[src/rtl/alu_op_issue_if.sv]
// rtl/alu_op_issue_if.sv - handshake bundle between regfile-read, the ALU issue block and execute
interface alu_op_issue_if #(
  parameter int XLEN = 32
);
  logic            in_valid;
  logic            in_ready;
  logic [31:0]     in_instr;
  logic [XLEN-1:0] in_pc;
  logic [XLEN-1:0] in_rs1_data;
  logic [XLEN-1:0] in_rs2_data;
  logic            out_valid;
  logic            out_ready;
  logic [XLEN-1:0] out_A;
  logic [XLEN-1:0] out_B;
  logic [3:0]      out_ALUOp;
  logic [4:0]      out_rd;
  logic            out_we;
  logic            out_illegal;

  // Environment side: drives instructions in, accepts decoded words out
  modport master (
    output in_valid, in_instr, in_pc, in_rs1_data, in_rs2_data, out_ready,
    input  in_ready, out_valid, out_A, out_B, out_ALUOp, out_rd, out_we, out_illegal
  );

  // Issue block side
  modport slave (
    input  in_valid, in_instr, in_pc, in_rs1_data, in_rs2_data, out_ready,
    output in_ready, out_valid, out_A, out_B, out_ALUOp, out_rd, out_we, out_illegal
  );
endinterface

[src/rtl/alu_op_issue.sv]
// rtl/alu_op_issue.sv - RV32I decode to ALUOp/operands with registered output and one-entry skid buffer
module alu_op_issue #(
  parameter int         XLEN       = 32,
  parameter logic [3:0] ILLEGAL_OP = 4'b0000
) (
  input  logic             clk,
  input  logic             rst_n,
  alu_op_issue_if.slave    bus
);

  generate
    if (XLEN != 32) begin : g_xlen_check
      $error("alu_op_issue: only XLEN=32 is supported");
    end
  endgenerate

  localparam logic [6:0] OPC_OP     = 7'b0110011;
  localparam logic [6:0] OPC_OP_IMM = 7'b0010011;
  localparam logic [6:0] OPC_LUI    = 7'b0110111;
  localparam logic [6:0] OPC_AUIPC  = 7'b0010111;
  localparam logic [6:0] OPC_LOAD   = 7'b0000011;
  localparam logic [6:0] OPC_JALR   = 7'b1100111;
  localparam logic [6:0] OPC_STORE  = 7'b0100011;
  localparam logic [6:0] OPC_JAL    = 7'b1101111;
  localparam logic [6:0] OPC_BRANCH = 7'b1100011;

  localparam logic [3:0] ALU_ADD  = 4'b0000;
  localparam logic [3:0] ALU_SUB  = 4'b1000;
  localparam logic [3:0] ALU_SLT  = 4'b0010;
  localparam logic [3:0] ALU_SLTU = 4'b0011;
  localparam logic [3:0] ALU_PASS = 4'b1001;

  typedef struct packed {
    logic [XLEN-1:0] a;
    logic [XLEN-1:0] b;
    logic [3:0]      op;
    logic [4:0]      rd;
    logic            we;
    logic            illegal;
  } entry_t;

  entry_t main_q, main_d, skid_q, skid_d, dec;
  logic   main_valid_q, main_valid_d;
  logic   skid_valid_q, skid_valid_d;
  logic   in_ready_q;
  logic   accept, drain;

  logic [6:0]      opcode;
  logic [2:0]      funct3;
  logic [6:0]      funct7;
  logic [XLEN-1:0] imm_i, imm_s, imm_u, imm_j;
  logic            bad;

  assign opcode = bus.in_instr[6:0];
  assign funct3 = bus.in_instr[14:12];
  assign funct7 = bus.in_instr[31:25];
  assign imm_i  = {{(XLEN-12){bus.in_instr[31]}}, bus.in_instr[31:20]};
  assign imm_s  = {{(XLEN-12){bus.in_instr[31]}}, bus.in_instr[31:25], bus.in_instr[11:7]};
  assign imm_u  = {bus.in_instr[31:12], 12'b0};
  assign imm_j  = {{(XLEN-21){bus.in_instr[31]}}, bus.in_instr[31], bus.in_instr[19:12],
                   bus.in_instr[20], bus.in_instr[30:21], 1'b0};

  // Decode the incoming instruction word into an issue entry
  always_comb begin
    dec         = '0;
    bad         = 1'b0;
    dec.rd      = bus.in_instr[11:7];
    dec.we      = (bus.in_instr[11:7] != 5'd0);
    unique case (opcode)
      OPC_OP: begin
        dec.a  = bus.in_rs1_data;
        dec.b  = bus.in_rs2_data;
        dec.op = {funct7[5], funct3};
        if (!(funct7 == 7'h00 || (funct7 == 7'h20 && (funct3 == 3'b000 || funct3 == 3'b101))))
          bad = 1'b1;
      end
      OPC_OP_IMM: begin
        dec.a  = bus.in_rs1_data;
        dec.b  = imm_i;
        dec.op = {(funct3 == 3'b101) ? funct7[5] : 1'b0, funct3};
        if (funct3 == 3'b001 && funct7 != 7'h00)
          bad = 1'b1;
        if (funct3 == 3'b101 && funct7 != 7'h00 && funct7 != 7'h20)
          bad = 1'b1;
      end
      OPC_LUI: begin
        dec.b  = imm_u;
        dec.op = ALU_PASS;
      end
      OPC_AUIPC: begin
        dec.a  = bus.in_pc;
        dec.b  = imm_u;
        dec.op = ALU_ADD;
      end
      OPC_LOAD, OPC_JALR: begin
        dec.a  = bus.in_rs1_data;
        dec.b  = imm_i;
        dec.op = ALU_ADD;
      end
      OPC_STORE: begin
        dec.a  = bus.in_rs1_data;
        dec.b  = imm_s;
        dec.op = ALU_ADD;
        dec.we = 1'b0;
      end
      OPC_JAL: begin
        dec.a  = bus.in_pc;
        dec.b  = imm_j;
        dec.op = ALU_ADD;
      end
      OPC_BRANCH: begin
        dec.a  = bus.in_rs1_data;
        dec.b  = bus.in_rs2_data;
        dec.we = 1'b0;
        unique case (funct3[2:1])
          2'b00:   dec.op = ALU_SUB;
          2'b10:   dec.op = ALU_SLT;
          2'b11:   dec.op = ALU_SLTU;
          default: bad = 1'b1;
        endcase
      end
      default: bad = 1'b1;
    endcase
    // Undecodable words still carry rd so later stages can report it
    if (bad) begin
      dec.a       = '0;
      dec.b       = '0;
      dec.op      = ILLEGAL_OP;
      dec.we      = 1'b0;
      dec.illegal = 1'b1;
    end
  end

  assign accept = bus.in_valid & in_ready_q;
  assign drain  = main_valid_q & bus.out_ready;

  // Next state of the main/skid pair; skid always refills main before new data so order is kept
  always_comb begin
    main_d       = main_q;
    main_valid_d = main_valid_q;
    skid_d       = skid_q;
    skid_valid_d = skid_valid_q;
    if (!main_valid_q || drain) begin
      if (skid_valid_q) begin
        main_d       = skid_q;
        main_valid_d = 1'b1;
        skid_valid_d = accept;
        if (accept) skid_d = dec;
      end else begin
        main_valid_d = accept;
        if (accept) main_d = dec;
      end
    end else if (accept) begin
      skid_d       = dec;
      skid_valid_d = 1'b1;
    end
  end

  // State registers; in_ready held low in reset and tracks skid-empty afterwards
  always_ff @(posedge clk or negedge rst_n) begin
    if (!rst_n) begin
      main_q       <= '0;
      skid_q       <= '0;
      main_valid_q <= 1'b0;
      skid_valid_q <= 1'b0;
      in_ready_q   <= 1'b0;
    end else begin
      main_q       <= main_d;
      skid_q       <= skid_d;
      main_valid_q <= main_valid_d;
      skid_valid_q <= skid_valid_d;
      in_ready_q   <= !skid_valid_d;
    end
  end

  assign bus.in_ready    = in_ready_q;
  assign bus.out_valid   = main_valid_q;
  assign bus.out_A       = main_q.a;
  assign bus.out_B       = main_q.b;
  assign bus.out_ALUOp   = main_q.op;
  assign bus.out_rd      = main_q.rd;
  assign bus.out_we      = main_q.we;
  assign bus.out_illegal = main_q.illegal;

endmodule

[src/flat_wrapper.sv]
// flat-port wrapper written by rule: the top's interface ports become plain ports
module alu_op_issue_flat 
#(
  parameter int         XLEN       = 32,
  parameter logic [3:0] ILLEGAL_OP = 4'b0000
)
  (clk, rst_n, bus_in_valid, bus_in_instr, bus_in_pc, bus_in_rs1_data, bus_in_rs2_data, bus_out_ready, bus_in_ready, bus_out_valid, bus_out_A, bus_out_B, bus_out_ALUOp, bus_out_rd, bus_out_we, bus_out_illegal);
  alu_op_issue_if #(.XLEN(XLEN)) bus_i ();
  input  logic clk;
  input  logic rst_n;
  input wire logic [$bits(bus_i.in_valid)-1:0] bus_in_valid;
  input wire logic [$bits(bus_i.in_instr)-1:0] bus_in_instr;
  input wire logic [$bits(bus_i.in_pc)-1:0] bus_in_pc;
  input wire logic [$bits(bus_i.in_rs1_data)-1:0] bus_in_rs1_data;
  input wire logic [$bits(bus_i.in_rs2_data)-1:0] bus_in_rs2_data;
  input wire logic [$bits(bus_i.out_ready)-1:0] bus_out_ready;
  output wire logic [$bits(bus_i.in_ready)-1:0] bus_in_ready;
  output wire logic [$bits(bus_i.out_valid)-1:0] bus_out_valid;
  output wire logic [$bits(bus_i.out_A)-1:0] bus_out_A;
  output wire logic [$bits(bus_i.out_B)-1:0] bus_out_B;
  output wire logic [$bits(bus_i.out_ALUOp)-1:0] bus_out_ALUOp;
  output wire logic [$bits(bus_i.out_rd)-1:0] bus_out_rd;
  output wire logic [$bits(bus_i.out_we)-1:0] bus_out_we;
  output wire logic [$bits(bus_i.out_illegal)-1:0] bus_out_illegal;
  assign bus_i.in_valid = bus_in_valid;
  assign bus_i.in_instr = bus_in_instr;
  assign bus_i.in_pc = bus_in_pc;
  assign bus_i.in_rs1_data = bus_in_rs1_data;
  assign bus_i.in_rs2_data = bus_in_rs2_data;
  assign bus_i.out_ready = bus_out_ready;
  assign bus_in_ready = bus_i.in_ready;
  assign bus_out_valid = bus_i.out_valid;
  assign bus_out_A = bus_i.out_A;
  assign bus_out_B = bus_i.out_B;
  assign bus_out_ALUOp = bus_i.out_ALUOp;
  assign bus_out_rd = bus_i.out_rd;
  assign bus_out_we = bus_i.out_we;
  assign bus_out_illegal = bus_i.out_illegal;
  alu_op_issue #(.XLEN(XLEN), .ILLEGAL_OP(ILLEGAL_OP)) u_core (.clk(clk), .rst_n(rst_n), .bus(bus_i));
endmodule
[config.mk]
export PLATFORM = sky130hd
export DESIGN_NAME = alu_op_issue_flat
export DESIGN_NICKNAME = d
export VERILOG_FILES = /design/src/rtl/alu_op_issue_if.sv /design/src/rtl/alu_op_issue.sv /design/src/flat_wrapper.sv
export SDC_FILE = /design/constraint.sdc
export NUM_CORES = 1
export LEC_CHECK = 0
export BUFFER_PORTS_ARGS = -buffer_cell sky130_fd_sc_hd__buf_4
export CAP_MARGIN = 20
export CORE_MARGIN = 3
export CORE_UTILIZATION = 57
export DETAILED_ROUTE_END_ITERATION = 7
export PLACE_DENSITY = 0.95
export SETUP_SLACK_MARGIN = 0.02
export SLEW_MARGIN = 20
export SYNTH_ARGS = -nofsm -noshare
export SYNTH_HDL_FRONTEND = slang
export SYNTH_SLANG_ARGS = --single-unit
[constraint.sdc]
create_clock -name clk -period 4.21 [get_ports clk]
set_clock_uncertainty 0.1 [all_clocks]
set_input_delay 0.421 -clock clk [delete_from_list [all_inputs] [get_ports clk]]
set_output_delay 0.421 -clock clk [all_outputs]
set_load 0.02 [all_outputs]
Word level (Yosys, flattened, before mapping)

Index checks and enable logic that the tools add are counted.

Word-level logic and storage cells: 76
Output and inout port bits: 77
Register bits after elaboration: 153

Reduce and logical (&&, ||, !) cells: 22
Multiplexer cells: 21
Bitwise logic cells: 2
Eq/ne operators: 16

Operator list:

| operator           | number |
|---|---|
| $mux 75            | 5 |
| $pmux 36 s8        | 1 |
| $mux 68            | 1 |
| $pmux 32 s2        | 1 |
| $eq 7x6->1 const B | 4 |
| $eq 7x7->1 const B | 3 |
| $eq 7x5->1 const B | 2 |
| $pmux 4 s3         | 1 |
| $reduce_or 6->1    | 2 |
| $mux 1             | 10 |
| $eq 7x2->1 const B | 1 |
| $logic_not 7->1    | 1 |
| $ne 7x6->1 const B | 1 |
| $reduce_bool 7->1  | 1 |
| $reduce_or 2->1    | 3 |
| $reduce_bool 5->1  | 1 |
| $eq 2x2->1 const B | 2 |
| $logic_and 1x1->1  | 4 |
| $pmux 1 s4         | 1 |
| $eq 3x1->1 const B | 1 |
| $eq 3x3->1 const B | 1 |
| $logic_not 3->1    | 1 |
| $logic_or 1x1->1   | 3 |
| $reduce_or 3->1    | 1 |
| other kinds (7)    | 9 |

Longest topological paths before layout

Gate-level depths: netlist of run 1.

Depth after elaboration: 10
Gate-level depth with buffers: 9

Least setup slack after synthesis of run 1

No wires, ideal clock.

Path type: input-to-reg
Start point: input port bus_in_instr[6]
End point: register u_core.skid_q[51] (netlist bit)
Cell stages on the path: 8
Path slack: 1959 ps
Library setup time: 92 ps
Arrival time: 2059 ps
Required time: 4018 ps
Path through: buf_2 or3b_4 a21oi_4 a2bb2oi_4 nand2_1 buf_4 buf_6 o31ai_2

Longest elaborated chain between the ends: 7
Elaborated cells between the ends (all ways): 18
Classes of those cells: eq/ne: 9; mux: 6; reduce/logical: 3

RTL lines:

| item                                                                | line                                     | RTL |
|---|---|---|
| start, declared                                                     | flat_wrapper.sv:12                       | `input wire logic [$bits(bus_i.in_instr)-1:0] bus_in_instr;` |
| $eq 7x6->1 (tied with other cells)                                  | alu_op_issue.sv:69                       | `unique case (opcode)` |
| $reduce_or 6->1 (no line) / $reduce_or 2->1 (equally long branches) | --                                       |  |
| $pmux 1 s4 / $pmux 32 s2 (equally long branches)                    | alu_op_issue.sv:69                       |  |
| $mux 68 (*)                                                         | alu_op_issue.sv:125                      | `if (bad) begin` |
| $mux 75 (*)                                                         | alu_op_issue.sv:148, alu_op_issue.sv:153 |  |
| $mux 75                                                             | alu_op_issue.sv:144                      | `if (skid_valid_q) begin` |
| $mux 75 (*)                                                         | alu_op_issue.sv:143                      | `if (!main_valid_q \|\| drain) begin` |
| end signal, assigned                                                | alu_op_issue.sv:169                      | `skid_q <= skid_d;` |
| end, declared                                                       | alu_op_issue.sv:42                       | `entry_t main_q, main_d, skid_q, skid_d, dec;` |

Mark *: on every way between the ends. The rest lies on a longest branch, timed or not. The select of a mux whose other input is x is not followed.
A chain may end at the register's enable or synchronous reset.

Final worst setup path of run 1

Start point: register u_core.skid_valid_q
End point: register u_core.main_q (netlist bit u_core.bus.out_B[20])

Longest elaborated chain between the ends: 2
Elaborated cells between the ends (all ways): 3
Classes of those cells: mux: 1; reduce/logical: 2

RTL lines:

| item                        | line                | RTL |
|---|---|---|
| start, declared             | alu_op_issue.sv:44  | `logic skid_valid_q, skid_valid_d;` |
| start signal, assigned      | alu_op_issue.sv:171 | `skid_valid_q <= skid_valid_d;` |
| $reduce_bool 2->1 (no line) | --                  |  |
| $reduce_and 2->1 (no line)  | --                  |  |
| end signal, assigned        | alu_op_issue.sv:168 | `main_q <= main_d;` |
| end, declared               | alu_op_issue.sv:42  |  |

Several ways; a longest one is shown, not always the timed one.

==> metrics.csv, run 1 <==
metric;value;unit
Mapped Avg Cell Area;9.73;µm²
Leak Pwr;4.70;nW
Longest Clk Path Bufs;2;
Seq/Total Area, Yosys;0.486;
Worst Path Required;4.43;ns
H-Tree Depth;4;
first-pass GRT wire length;36900;µm
maximum capacitance violations;0;
relative slew slack;0.331;
most used cell, CP;a21oi_1;
critical path's slowest cell;nor2_4;
Via density;6.53;
clock share of power;0.340;
I/O pin cnt;209;
die extent in y;124;µm
Synth area leaders;dfrtp_1 49%, and3_1 5.0%, a21oi_1 4.8%;
slowest stage delay, CP;0.79;ns
EDFF count, synth;0;
CP Class;flip-flop to flip-flop;
syn_nets;942;
RSZ-0062 raised after global routing;false;
reg2reg setup slack;1.56;ns
TritonCTS sink count;153;
HPWL after detailed placement;15500;µm
library cells used by synthesis;61;
layout cells sized above 1;0.304;
pin count of the biggest net entering global routing;112;
Layout area overhead;27.6;%
Die Footprint;0.0153;mm²
Net Switching;0.00159;W
row count;42;
critical path capture point type;flip-flop;
number of global-route vias before repair;7186;
switch share;0.350;
Detail Route Antenna Nets;0;
Synth Register Bits;153;
# Post-CTS Setup Buffers;0;
CTS tree;done;
vias;7539;
Setup-failing EPs final;0;
Num CTS Buffers;17;
worst slew pin tran;1.00;ns
HP Class;primary input to asynchronous set/reset pin;
post-synth top area share;0.486;
largest area contributor in the netlist;dfrtp_1;
first-pass iteration count of the detailed router;6;
status;finished, final reports clean;
post-synthesis cell count;810;
Most used DFF post-synth;dfrtp_1;
Max FO, Critical Path;45;
commonest non-fill, non-tap cell in the layout;buf_4;
Final period util;0.630;
1st-iter DRT viols;828;
Tmin final;2.65;ns
worst-path cell chain;a21oi_1, nor2_4, buf_4, and3_1, a21oi_1, o21ai_0;
Comb power frac;0.283;
post-route setup TNS;0;ns
core area;0.0134;mm²
Filler Cell Count;915;
Cell Pwr Density;451;mW/mm²
Yosys warnings;0;
Routed WL per cell;20.4;µm
RR Startpoint;u_core.skid_valid_q;
CTS clk-pin slew, worst paths;0.06;ns
mapped cell area;0.00789;mm²
DP Worst Slack;1.33;ns
Fmax;377;MHz
clock root cell;clkbuf_16;
CTS Hold Bufs;0;
Post-route DRC;0;
sequential power share;0.377;
post-CTS sizing;0;
Async S/R FF share, synth;1.00;
Slew Limit Fails;0;
wirelength, routed;23600;µm
Pint;0.00295;W
grt ovf;0;
most frequent cells in the layout;219 x buf_4, 152 x dfrtp_1, 82 x nand2_1, 75 x a21oi_1, 68 x o21ai_0;
worst r2r dst;u_core.bus.out_B[20];
Skew-Pair Late Insertion Delay;0.42;ns
routability cong.;0.896;
Initial Util;0.588;
Tot Pwr;0.00454;W
die width;124;µm
final net count;1097;
Hold Fails Final Rpt;0;
fin worst setup slack;1.56;ns
worst reg2reg path depth;6;
Worst IR Drop VDD;0.338;mV
initial antenna violation count;0;
Total Routing Usage GR;0.310;
Hold Slack;0.0127;ns
buffers added on ports;208;
Worst Path Arrival;2.87;ns
# diodes;0;
Startpoint Class;flip-flop;
-- registers in the layout, indices dropped and copies added, names as in the netlist --
register	flops
u_core.bus.out_illegal	1
u_core.bus.out_ALUOp	4
u_core.bus.out_we	1
u_core.bus.in_ready	1
u_core.bus.out_B	32
u_core.skid_valid_q	1
u_core.bus.out_valid	1
u_core.skid_q	75
u_core.bus.out_rd	5
u_core.bus.out_A	32
-- critical path, delay by kind of cell, from the launching register on --
family,cells,cell delay [ns]
and+or+nand+nor,2,0.98
DFF,1,0.73
buffers and inverters,1,0.40
AOI/OAI and AO/OA,3,0.33
-- per-stage QoR --
stage | instance area (µm²) | instances | util
after floorplan | 7890 | 810 | -
after global placement | 9440 | 1121 | 0.704
after detailed placement | 9460 | 1122 | 0.706
after CTS | 10100 | 1154 | 0.750
after global routing | 10100 | 1154 | 0.751
final | 10100 | 1154 | 0.751
-- worst max path at each step --
stage / startpoint / cells past startpoint / to / slack (ns)
after floorplan: bus_in_instr[6] / 8 / u_core.skid_q[51] / 1.96
after global placement: bus_in_instr[2] / 7 / u_core.bus.out_A[25] / 1.43
after detailed placement: bus_in_instr[5] / 8 / u_core.bus.out_A[25] / 1.33
after CTS: u_core.skid_valid_q / 6 / u_core.bus.out_B[20] / 1.61
after global routing: u_core.skid_valid_q / 6 / u_core.bus.out_B[14] / 1.45
final: u_core.skid_valid_q / 6 / u_core.bus.out_B[20] / 1.56
-- power by group through the flow --
stage / clock network [W] / logic [W] / registers [W]
after floorplan: 0 / 0.000710 / 0.00178
after global placement: 0 / 0.00123 / 0.00172
after detailed placement: 0 / 0.00127 / 0.00173
after CTS: 0.00155 / 0.00127 / 0.00171
after global routing: 0.00161 / 0.00139 / 0.00172
final: 0.00154 / 0.00128 / 0.00171
-- cell type report --
| class | instances | area [µm²] | share of cell area |
|---|---|---|---|
| Clock inverter | 7 | 116 | 0.0116 |
| Timing Repair Buffer | 222 | 1700 | 0.168 |
| Clock buffer | 25 | 475 | 0.0472 |
| Inverter | 4 | 15.0 | 0.00149 |
| Tap cell | 176 | 220 | 0.0219 |
| Multi-Input combinational cell | 567 | 3710 | 0.369 |
| Sequential cell | 153 | 3830 | 0.381 |
-- cells in the mapped netlist, types with 13 or more instances --
library cell and count:
a21oi_1 75, a22oi_1 32, and3_1 63, buf_2 14, clkbuf_1 65, dfrtp_1 153
nand2_1 83, nand3_1 35, nand4b_1 13, nor2_1 13, o211ai_1 23, o21ai_0 68
o31ai_1 37, o31ai_2 30
-- logic make-up after synthesis --
family | after synthesis | synth area share
buffers and inverters | 90 | 0.0484
and+or+nand+nor | 237 | 0.160
muxes | 14 | 0.0186
AOI/OAI and AO/OA | 314 | 0.285
DFF | 153 | 0.486
xor gates and xnor gates | 2 | 0.00222
-- metal layers --
layer  global-route usage  part of all wire  up-vias
li1                     -                 -     3362
met1                0.393              0.37     3673
met2                0.504              0.49      420
met3               0.0845             0.097       84
met4                0.131             0.036        0
met5                    0                 0        -
Note: power is estimated with default switching activity, not from simulation.
==> run 2, diff against run 1 <==
ABC_AREA = 1   (was unset)
CORE_UTILIZATION = 53   (was 57)
PLACE_DENSITY = 0.92   (was 0.95)
clock period = 2.64 ns   (was 4.21 ns; I/O delays follow)
==> run 2 against run 1 <==
Against the previous run: first-iteration DRC count is 8.8% lower; critical path depth is 1 higher; count of clock-buffer cells in the layout is 7 lower; wire length is 3.0% lower; synthesized cell count is 47% higher; fmax is 34% higher; combinational power grew to 3.5 times the previous value; power is 120% higher; die area is 8.3% higher; via count is 8.9% higher; final area is 1.7% higher; sequential power is 98% higher; critical path type unchanged; critical endpoint is now u_core.skid_q[35].
==> metrics.csv, run 2 <==
metric;value;unit
status;finished, final reports clean;
CTS clk-pin slew, worst paths;0.06;ns
Pint;0.00579;W
Max FO, Critical Path;120;
die extent in y;129;µm
Startpoint Class;flip-flop;
Detail Route Antenna Nets;0;
Top reg by flops;u_core.skid_q;
top post-synthesis cells by count;606 x nand2_1, 173 x nor2_1, 153 x dfrtp_1;
Synth Register Bits;153;
gr busiest metal;met2;
EDFF count, synth;0;
syn_nets;1321;
fin worst setup slack;0.659;ns
Filler Cell Count;1190;
CP Class;flip-flop to flip-flop;
Longest Clk Path Bufs;2;
# diodes;0;
Fmax;505;MHz
HP Class;primary input to flip-flop;
relative slew slack;0.498;
row count;44;
critical path capture point type;flip-flop;
Seq/Total Area, Yosys;0.480;
1st-iter DRT viols;755;
Final period util;0.750;
Initial Util;0.544;
buffers added on ports;208;
initial antenna violation count;0;
clock root cell;clkbuf_16;
Worst IR Drop VDD;0.905;mV
Via density;5.26;
RSZ-0062 raised after global routing;false;
Mapped Avg Cell Area;6.70;µm²
HPWL after detailed placement;15700;µm
first-pass GRT wire length;36500;µm
# Post-CTS Setup Buffers;0;
pin count of the biggest net entering global routing;145;
Net Switching;0.00423;W
final net count;1495;
Worst setup startpoint;u_core.bus.out_valid;
Layout area overhead;28.4;%
most frequent cells in the layout;605 x nand2_1, 216 x buf_4, 173 x nor2_1, 153 x dfrtp_1, 56 x o21ai_0;
sequential power share;0.338;
multi-input logic area;0.00376;mm²
met3 usage;0.0594;
vias;8213;
Die Footprint;0.0165;mm²
Num CTS Buffers;17;
die width;129;µm
Worst Path Required;2.86;ns
reg2reg setup slack;0.66;ns
Post-route DRC;0;
post-layout instance area;0.0102;mm²
max reg flops;75;
TritonCTS sink count;153;
post-CTS sizing;0;
Total Routing Usage GR;0.273;
slowest stage delay, CP;0.36;ns
largest area contributor in the netlist;dfrtp_1;
worst r2r dst;u_core.skid_q[35];
layout cells sized above 1;0.190;
commonest non-fill, non-tap cell in the layout;nand2_1;
post-synthesis cell count;1189;
CTS tree;done;
Setup-failing EPs final;0;
maximum capacitance violations;0;
Comb power frac;0.444;
switch share;0.422;
library cells used by synthesis;21;
cell with the most instances after synthesis;nand2_1;
worst-path cell chain;inv_1, nor2_1, inv_1, a21oi_1, inv_4, buf_12, o21ai_0;
worst slew pin tran;0.752;ns
Tmin final;1.98;ns
most used cell, CP;inv_1;
critical path's slowest cell;dfrtp_1;
grt ovf;0;
routability cong.;0.954;
core area;0.0146;mm²
DP Worst Slack;0.346;ns
met2 Use GR;0.446;
post-route setup TNS;0;ns
worst reg2reg path depth;7;
Worst Path Arrival;2.20;ns
clock share of power;0.218;
met1 usage in global routing;0.367;
Yosys warnings;0;
Routed WL per cell;14.6;µm
Slew Limit Fails;0;
Synth area leaders;dfrtp_1 48%, nand2_1 29%, nor2_1 8.1%;
Most used DFF post-synth;dfrtp_1;
Post-DP Area;0.00970;mm²
wirelength, routed;22800;µm
Cell Pwr Density;979;mW/mm²
Hold Fails Final Rpt;0;
H-Tree Depth;4;
first-pass iteration count of the detailed router;7;
I/O pin cnt;209;
Leak Pwr;5.92;nW
post-synth top area share;0.480;
Reg area;0.00383;mm²
Tot Pwr;0.0100;W
mapped cell area;0.00797;mm²
Async S/R FF share, synth;1.00;
CP endpoint;u_core.skid_q[35];
RR Startpoint;u_core.bus.out_valid;
Skew-Pair Late Insertion Delay;0.42;ns
number of global-route vias before repair;7577;
[run 2: logic make-up (layout without fill, tap and decap cells)]
family | after synthesis | in the layout | synth area share
AOI/OAI and AO/OA | 107 | 107 | 0.0710
DFF | 153 | 153 | 0.480
and+or+nand+nor | 827 | 827 | 0.398
buffers and inverters | 102 | 289 | 0.0509
[run 2: cell type report]
| class | count | share of cell area |
|---|---|---|
| clock buffers | 18 | 0.0419 |
| clock inverters | 14 | 0.00953 |
| inverters | 33 | 0.0126 |
| multi-input cells | 934 | 0.367 |
| flip-flops and latches | 153 | 0.374 |
| well taps | 184 | 0.0225 |
| repair buffers | 224 | 0.172 |
[run 2: how the worst min path moves through the flow]
| stage | from | slack, ns | endpoint | cells after the start |
|---|---|---|---|---|
| after floorplan | rst_n | -0.13 | u_core.bus.in_ready | 0 |
| after global placement | rst_n | 0.11 | u_core.bus.out_A[18] | 1 |
| after detailed placement | rst_n | 0.12 | u_core.bus.out_A[18] | 1 |
| after CTS | bus_in_instr[8] | 0.004 | u_core.bus.out_rd[1] | 3 |
| after global routing | bus_in_instr[8] | 0.03 | u_core.bus.out_rd[1] | 3 |
| final | bus_in_instr[10] | 0.01 | u_core.bus.out_rd[3] | 3 |
[run 2: timing repair]
item,in CTS,in global routing
hold endpoints to repair,40,0
hold buffers,1,0
setup endpoints to repair,0,0
[run 2: power by group through the flow]
stage	Clock [W]	Sequential [W]	Combinational [W]
floorplan	0	0.00403	0.00209
finish	0.00219	0.00338	0.00445
global route	0.00234	0.00346	0.00492
detailed placement	0	0.00340	0.00444
global placement	0	0.00339	0.00431
CTS	0.00223	0.00338	0.00447
[run 2: critical path: cells and delay by family, from the launching register on]
kind,cells,cell delay [ns]
buf+inv,4,0.61
simple gates,1,0.13
compound gates,2,0.57
flops,1,0.36
[run 2: per-layer routing]
layer  wire length (µm)  up-vias
li1                   -     4024
met1               9390     3779
met2              11100      364
met3               1850       46
met4                499        0
met5                  0        -
[run 2: stage by stage]
stage	hold WS [ns]	std cells	util
final	0.0148	1560	0.699
after global routing	0.0327	1560	0.699
after detailed placement	0.115	1527	0.662
after floorplan	-0.132	1189	-
after global placement	0.114	1527	0.662
after CTS	0.00424	1560	0.699
==> run 3, diff against run 2 <==
clock period = 2 ns   (was 2.64 ns; I/O delays follow)
==> run 3 against run 2 <==
Against the previous run: critical path depth did not move; die area did not move; register-to-register slack got worse by 0.38 ns; sequential share of layout area fell by 0.96 points; global-route usage fell by 0.093 points; non-clock buffer count rose by 18.
==> metrics.csv, run 3 (synthesis results as in run 2) <==
metric;value;unit
Top reg by flops;u_core.skid_q;
post-CTS sizing;0;
Slew Limit Fails;0;
Cell Pwr Density;1300;mW/mm²
Final period util;0.861;
worst slew pin tran;0.516;ns
TritonCTS sink count;153;
post-route setup TNS;0;ns
Worst IR Drop VDD;1.07;mV
number of global-route vias before repair;7472;
Startpoint Class;flip-flop;
Post-route DRC;0;
Via density;5.22;
layout cells sized above 1;0.195;
core area;0.0146;mm²
critical path capture point type;flip-flop;
Fmax;581;MHz
Skew-Pair Late Insertion Delay;0.42;ns
vias;8237;
first-pass iteration count of the detailed router;6;
Reg area;0.00383;mm²
routability cong.;0.927;
# Post-CTS Setup Buffers;0;
Max FO, Critical Path;27;
Total Routing Usage GR;0.272;
sequential power share;0.327;
relative slew slack;0.656;
Comb power frac;0.445;
clock root cell;clkbuf_16;
# diodes;0;
HP Class;primary input to flip-flop;
Num CTS Buffers;17;
Longest Clk Path Bufs;2;
multi-input logic area;0.00376;mm²
Tmin final;1.72;ns
Setup-failing EPs final;0;
Detail Route Antenna Nets;0;
Initial Util;0.544;
pin count of the biggest net entering global routing;117;
fin worst setup slack;0.279;ns
1st-iter DRT viols;848;
HPWL after detailed placement;15700;µm
Worst Path Required;2.18;ns
wirelength, routed;22700;µm
CTS tree;done;
CP Class;flip-flop to flip-flop;
grt ovf;0;
most frequent cells in the layout;605 x nand2_1, 222 x buf_4, 173 x nor2_1, 153 x dfrtp_1, 56 x o21ai_0;
Hold Fails Final Rpt;0;
final net count;1513;
Routed WL per cell;14.4;µm
clock share of power;0.228;
commonest non-fill, non-tap cell in the layout;nand2_1;
die extent in y;129;µm
I/O pin cnt;209;
RSZ-0062 raised after global routing;false;
Leak Pwr;6.04;nW
Net Switching;0.00558;W
DP Worst Slack;0.0262;ns
CTS clk-pin slew, worst paths;0.06;ns
die width;129;µm
Layout area overhead;31.8;%
CTS Hold Bufs;6;
row count;44;
Die Footprint;0.0165;mm²
Filler Cell Count;1193;
switch share;0.410;
status;finished, final reports clean;
Pint;0.00804;W
first-pass GRT wire length;36300;µm
max reg flops;75;
H-Tree Depth;4;
maximum capacitance violations;0;
Worst Path Arrival;1.90;ns
initial antenna violation count;0;
buffers added on ports;208;
-- run 3: cell count changes in the layout (fill, tap and decap cells not counted), sizes merged --
| cell | before | now |
|---|---|---|
| clkinv | 8 | 4 |
| clkinvlp | 2 | 3 |
| buf | 223 | 236 |
| inv | 37 | 35 |
| clkbuf | 18 | 20 |
| dlygate4sd3 | 1 | 6 |
| bufinv | 0 | 2 |
-- run 3: worst max-delay path: stages (launching register included) --
cell and delay (ns):
dfrtp_1 0.35, inv_1 0.05, nor2_1 0.13, inv_1 0.12, nand2_4 0.32, inv_1 0.27
nor2_1 0.17, a31oi_1 0.07
-- run 3: path summary, 6_finish.rpt --
| path | start | endpoint | slack (ns) | cells past startpoint |
|---|---|---|---|---|
| worst min register to register | u_core.bus.out_A[12] | u_core.bus.out_A[12] | 0.38 | 2 |
| worst min-delay path | bus_in_rs1_data[23] | u_core.skid_q[66] | 0.05 | 5 |
| max in group asynchronous | rst_n | u_core.skid_q[42] | 0.98 | 3 |
| worst max register to register | u_core.bus.out_valid | u_core.bus.out_rd[3] | 0.28 | 7 |
| min in group asynchronous | rst_n | u_core.bus.out_A[19] | 0.20 | 2 |
| worst max-delay path | u_core.bus.out_valid | u_core.bus.out_rd[3] | 0.28 | 7 |
-- run 3: per-layer routing --
layer,GRT usage,share of wire
met1,0.381,0.42
met2,0.436,0.48
met3,0.0494,0.073
met4,0.0797,0.021
met5,0,0
-- run 3: area by class of cell --
cell class,count,share of cell area
flip-flops and latches,153,0.364
multi-input cells,934,0.358
repair buffers,242,0.190
clock buffers,20,0.0416
well taps,184,0.0219
inverters,33,0.0123
clock inverters,11,0.0118
-- run 3: stage by stage --
stage / std cells / hold slack [ns] / power [W] / utilization / cell area, µm²
2_1_floorplan: 1189 / -0.196 / 0.00808 / - / 7970
3_3_place_gp: 1540 / 0.0858 / 0.0103 / 0.675 / 9880
3_5_place_dp: 1540 / 0.0824 / 0.0105 / 0.675 / 9880
4_1_cts: 1577 / 0.0395 / 0.0137 / 0.717 / 10500
5_1_grt: 1577 / 0.0573 / 0.0145 / 0.717 / 10500
6_report: 1577 / 0.0458 / 0.0136 / 0.717 / 10500
-- run 3: power by group through the flow --
stage	Clock [W]	Sequential (W)	Combinational, W
4_1_cts	0.00313	0.00445	0.00608
6_report	0.00310	0.00446	0.00606
3_3_place_gp	0	0.00446	0.00588
5_1_grt	0.00330	0.00455	0.00669
2_1_floorplan	0	0.00532	0.00276
3_5_place_dp	0	0.00448	0.00604
